[config.mk]
export PLATFORM = sky130hd
export DESIGN_NAME = flt_add_pipe
export DESIGN_NICKNAME = d
export VERILOG_FILES = /design/src/rtl/flt_add_pipe.sv
export SDC_FILE = /design/constraint.sdc
export NUM_CORES = 1
export LEC_CHECK = 0
export CAP_MARGIN = 15
export CORE_MARGIN = 3
export CORE_UTILIZATION = 37
export CTS_CLUSTER_SIZE = 10
export DETAILED_ROUTE_END_ITERATION = 10
export DONT_BUFFER_PORTS = 1
export GPL_ROUTABILITY_DRIVEN = 0
export GPL_TIMING_DRIVEN = 0
export SYNTH_ARGS = -nofsm -noshare
export SYNTH_HDL_FRONTEND = slang
export SYNTH_SLANG_ARGS = --single-unit
[constraint.sdc]
create_clock -name clk -period 14.6 [get_ports clk]
set_input_delay 2.92 -clock clk [delete_from_list [all_inputs] [get_ports clk]]
set_output_delay 2.92 -clock clk [all_outputs]
set_load 0.01 [all_outputs]
[src/rtl/flt_add_pipe.sv]
// Three-stage pipelined adder for unsigned {exp,man} floats with valid/ready
// handshaking, a passthrough tag and saturation on exponent overflow.
module flt_add_pipe #(
    parameter int unsigned EXP_W = 8,
    parameter int unsigned MAN_W = 23,
    parameter int unsigned TAG_W = 4
) (
    input  logic                   clk,
    input  logic                   rst,
    input  logic                   in_valid,
    output logic                   in_ready,
    input  logic [EXP_W+MAN_W-1:0] in1,
    input  logic [EXP_W+MAN_W-1:0] in2,
    input  logic [TAG_W-1:0]       in_tag,
    output logic                   out_valid,
    input  logic                   out_ready,
    output logic [EXP_W+MAN_W-1:0] out,
    output logic [TAG_W-1:0]       out_tag,
    output logic                   out_ovf
);

    localparam int unsigned WORD_W = EXP_W + MAN_W;
    localparam int unsigned E_W    = MAN_W + 2;  // {hidden, man, guard}
    localparam int unsigned R_W    = MAN_W + 3;  // aligned sum incl. carry
    localparam int unsigned D_W    = EXP_W + 1;  // signed exponent difference

    // Stage registers
    logic               s1_v;
    logic [E_W-1:0]     s1_big;
    logic [E_W-1:0]     s1_small;
    logic [EXP_W-1:0]   s1_exp;
    logic [TAG_W-1:0]   s1_tag;

    logic               s2_v;
    logic [R_W-1:0]     s2_raw;
    logic [EXP_W-1:0]   s2_exp;
    logic [TAG_W-1:0]   s2_tag;

    // Stall chain: each stage loads when empty or when its content moves on
    logic ld1;
    logic ld2;
    logic ld3;

    // Backpressure propagates combinationally from the output back to in_ready
    always_comb begin
        ld3      = !out_valid || out_ready;
        ld2      = !s2_v || ld3;
        ld1      = !s1_v || ld2;
        in_ready = ld1;
    end

    // Align: pick the larger-exponent operand and shift the other right
    logic [EXP_W-1:0] exp1;
    logic [EXP_W-1:0] exp2;
    logic [D_W-1:0]   diff;
    logic [D_W-1:0]   abs_d;
    logic             swap;
    logic [E_W-1:0]   e1;
    logic [E_W-1:0]   e2;
    logic [E_W-1:0]   big_e;
    logic [E_W-1:0]   small_e;
    logic [E_W-1:0]   small_sh;
    logic [EXP_W-1:0] big_exp;

    always_comb begin
        exp1     = in1[WORD_W-1:MAN_W];
        exp2     = in2[WORD_W-1:MAN_W];
        diff     = {1'b0, exp1} - {1'b0, exp2};
        swap     = diff[D_W-1];
        abs_d    = swap ? (D_W'(0) - diff) : diff;
        e1       = {(|in1), in1[MAN_W-1:0], 1'b0};
        e2       = {(|in2), in2[MAN_W-1:0], 1'b0};
        big_e    = swap ? e2 : e1;
        small_e  = swap ? e1 : e2;
        big_exp  = swap ? exp2 : exp1;
        small_sh = (abs_d >= D_W'(E_W)) ? '0 : (small_e >> abs_d);
    end

    // Stage 1 register: aligned operands
    always_ff @(posedge clk) begin
        if (rst) begin
            s1_v <= 1'b0;
        end else if (ld1) begin
            s1_v <= in_valid;
            if (in_valid) begin
                s1_big   <= big_e;
                s1_small <= small_sh;
                s1_exp   <= big_exp;
                s1_tag   <= in_tag;
            end
        end
    end

    // Stage 2 register: raw mantissa sum
    always_ff @(posedge clk) begin
        if (rst) begin
            s2_v <= 1'b0;
        end else if (ld2) begin
            s2_v <= s1_v;
            if (s1_v) begin
                s2_raw <= {1'b0, s1_big} + {1'b0, s1_small};
                s2_exp <= s1_exp;
                s2_tag <= s1_tag;
            end
        end
    end

    // Normalise by at most one position, round half-up, adjust exponent
    logic [E_W-1:0]   p;
    logic [E_W-1:0]   r;
    logic             rc;
    logic [MAN_W-1:0] man_n;
    logic [D_W-1:0]   exp_out;

    always_comb begin
        p       = s2_raw[R_W-1] ? s2_raw[R_W-1:1] : s2_raw[E_W-1:0];
        r       = {1'b0, p[E_W-1:1]} + E_W'(p[0]);
        rc      = r[E_W-1];
        man_n   = rc ? r[MAN_W:1] : r[MAN_W-1:0];
        exp_out = {1'b0, s2_exp} + D_W'(s2_raw[R_W-1] | rc);
    end

    // Stage 3 / output register: result holds while the consumer stalls
    always_ff @(posedge clk) begin
        if (rst) begin
            out_valid <= 1'b0;
            out       <= '0;
            out_tag   <= '0;
            out_ovf   <= 1'b0;
        end else if (ld3) begin
            out_valid <= s2_v;
            if (s2_v) begin
                out_tag <= s2_tag;
                out_ovf <= exp_out[EXP_W];
                out     <= exp_out[EXP_W] ? {WORD_W{1'b1}}
                                          : {exp_out[EXP_W-1:0], man_n};
            end
        end
    end

endmodule
==> metrics.cfg <==
[global_route]
grt_use_total_pct=18.3
grt_pass1_wl_um=39200
antenna_found_initial=0
first_global_vias=7352
grt_max_degree=17
grt_remaining_overflow=0

[yosys]
ys_warn_count=0
syn_nets=1113
synth-edff-count=99
synth-simple-area-share_pct=19.5
synth-adder-area-share_pct=5.35
synth_mux_area_share_pct=12.0
syn_area_per_cell_um2=9.36
synth-seq-area-share_pct=39.9
synthCells=1004
synth_top_family_by_area=simple AND/OR/NAND/NOR gates
syn-cell-area_mm2=0.00940
synth_ff_type=edfxtp_1
synth.distinct_cells=70
synth-xor-area-share_pct=6.31
ys_ff_latch=138
async_flop_share_pct=0
synth-compound-area-share_pct=13.3

[sta]
slew_violations=0
finalSetupViolCount=0
skew_ns=0.00785
hold_viol=0
fin_crit_ns=6.46
tightest_slew_ns=1.04
slew_headroom_pct=29.8
grt_setup_unrepaired=false
fmax_mhz=155
period_share_pct=44.3
tns_ns=0

[status]
status=completed

[pwr]
worst_ir_drop_vdd_mv=0.0781
p_total_mw=1.28
p_leak_nw=3.79
power.density_mw_per_mm2=122

[hold_path]
hp-class=flip-flop to flip-flop
whs_path_depth=0

[floorplan]
fp.dieArea_mm2=0.0274
start_util_pct=38.1
die_w_um=165
die_y_um=165
num_rows=57
io_pins=108
core-area_mm2=0.0247

[cells_and_area]
nFillCells=2457
fin_nets=1141
antenna_cells=0
final_cell_area_mm2=0.0106
syn_to_final_growth_pct=12.2
drive_gt1_share_pct=9.76

[cts]
postCtsSetupBuffers=0
cts_resized=0
hold_buffers=0
numCtsBuffers=17
cts_buffer_depth=2
h-tree-depth=4
clk_root_buffer_cell=clkbuf_16
cts_sinks=138
clock_latency_ns=0.42
cts_tree=built
clkTransAtPathRegs_ns=0.06

[detailed_routing]
num_vias=7650
ant_nets=0
first_iter_violations=715
wirelength_um=24600
dr.pass1.iters=5
drc=0
wl_per_cell_um=18.0
avgViaCountPerCell=5.59

[setup_path]
crit_path_max_fanout=10
start_kind=input port
worstRegToRegCells=24
worstPathRequired_ns=14.82
crit_path_end_kind=flip-flop
worstSetupPathType=input port to flip-flop
arrival_ns=6.68

[place]
port_buffers=0
dpl.hpwl_um=19600
dpl_cell_area_mm2=0.00992

[job]
maxCapViolCount=0

==> metrics by stage <==
step / utilization (%) / setup WS, ns / cells / hold WS [ns]
2_1_floorplan: - / 6.27 / 1004 / 0.400
3_3_place_gp: 39.7 / 4.43 / 1328 / 0.403
3_5_place_dp: 40.2 / 7.77 / 1337 / 0.405
4_1_cts: 42.8 / 8.12 / 1369 / 0.417
5_1_grt: 42.8 / 7.57 / 1369 / 0.426
6_report: 42.8 / 8.14 / 1369 / 0.417
==> layout by cell type (no fill, tap or decap), types with 21 or more instances in the layout <==
cell and n:
a211oi_1 24, a21oi_1 49, nand2_1 166, nor2_1 101
mux2i_1 49, mux4_2 21, edfxtp_1 99, nor3_1 27
xor2_1 25, inv_1 25, ha_1 37, o21ai_0 41
clkbuf_1 40, nand3_1 25, xnor2_1 39, dfxtp_1 39
==> sequential cells by signal, summed over array words and instances, names as in the netlist <==
name and flops:
s2_raw 26, s1_v 1, out_ovf 1, s1_big 24, s1_small 25, out_valid 1, out 31, s2_exp 8
s1_tag 4, s2_tag 4, out_tag 4, s2_v 1, s1_exp 8
==> cells by family after synthesis <==
group | after synthesis
compound gates | 191
fa+ha+maj | 39
mux | 85
buf+inv | 81
simple gates | 404
xor+xnor | 66
flops | 138
==> layout make-up <==
class / instances / area [µm²] / area share [%]
plain buffers: 56 / 240 / 2.28
clock buffers: 19 / 433 / 4.10
clock inverters: 13 / 199 / 1.89
inverters: 25 / 93.8 / 0.889
multi-input cells: 785 / 5320 / 50.5
flip-flops and latches: 138 / 3750 / 35.6
well taps: 324 / 405 / 3.84
repair buffers: 9 / 101 / 0.961
==> worst max-delay path, cell delays in order <==
cell,delay [ns]
inv_1,0.05
ha_1,0.20
inv_1,0.07
fa_1,0.49
a211oi_2,0.34
o21ai_1,0.15
a211oi_2,0.41
nor2_2,0.11
buf_4,0.21
buf_2,0.22
o311ai_1,0.91
nand3_1,0.27
o221ai_1,0.33
==> power by group <==
group,internal [mW],leakage (nW),total [mW],switching (mW)
logic,0.138,2.29,0.357,0.219
registers,0.454,1.20,0.469,0.0145
clock network,0.301,0.300,0.457,0.156
==> worst paths after layout <==
path / start / endpoint / slack (ns)
worst max-delay path: in1[23] / s1_small[1]$_SDFFCE_PP0P_ / 8.14
worst min-delay path: s1_tag[3]$_DFFE_PP_ / s2_tag[3]$_DFFE_PP_ / 0.42
worst max register to register: s2_raw[25]$_DFFE_PP_ / out[3]$_SDFFE_PP0P_ / 8.15
worst min register to register: s1_tag[3]$_DFFE_PP_ / s2_tag[3]$_DFFE_PP_ / 0.42
==> cell usage after synthesis (27+ instances only) <==
library cell  count  area share [%]
nand2_1         166             6.6
nor2_1          101             4.0
edfxtp_1         99              32
a21oi_1          49             2.6
mux2i_1          49             5.2
o21ai_0          41             2.2
dfxtp_1          39             8.3
xnor2_1          39             3.6
clkbuf_1         38             1.5
ha_1             37             4.9
nor3_1           27             1.4
==> metal layers <==
layer	share of wire [%]	up-vias	wire [µm]	GRT usage, %
met5	0	-	0	0
met3	7.6	28	1870	4.12
met4	1.9	0	463	5.07
met1	46	3587	11300	25.5
li1	-	3732	-	-
met2	45	303	11000	28.6
Note: power is estimated with default switching activity, not from simulation.
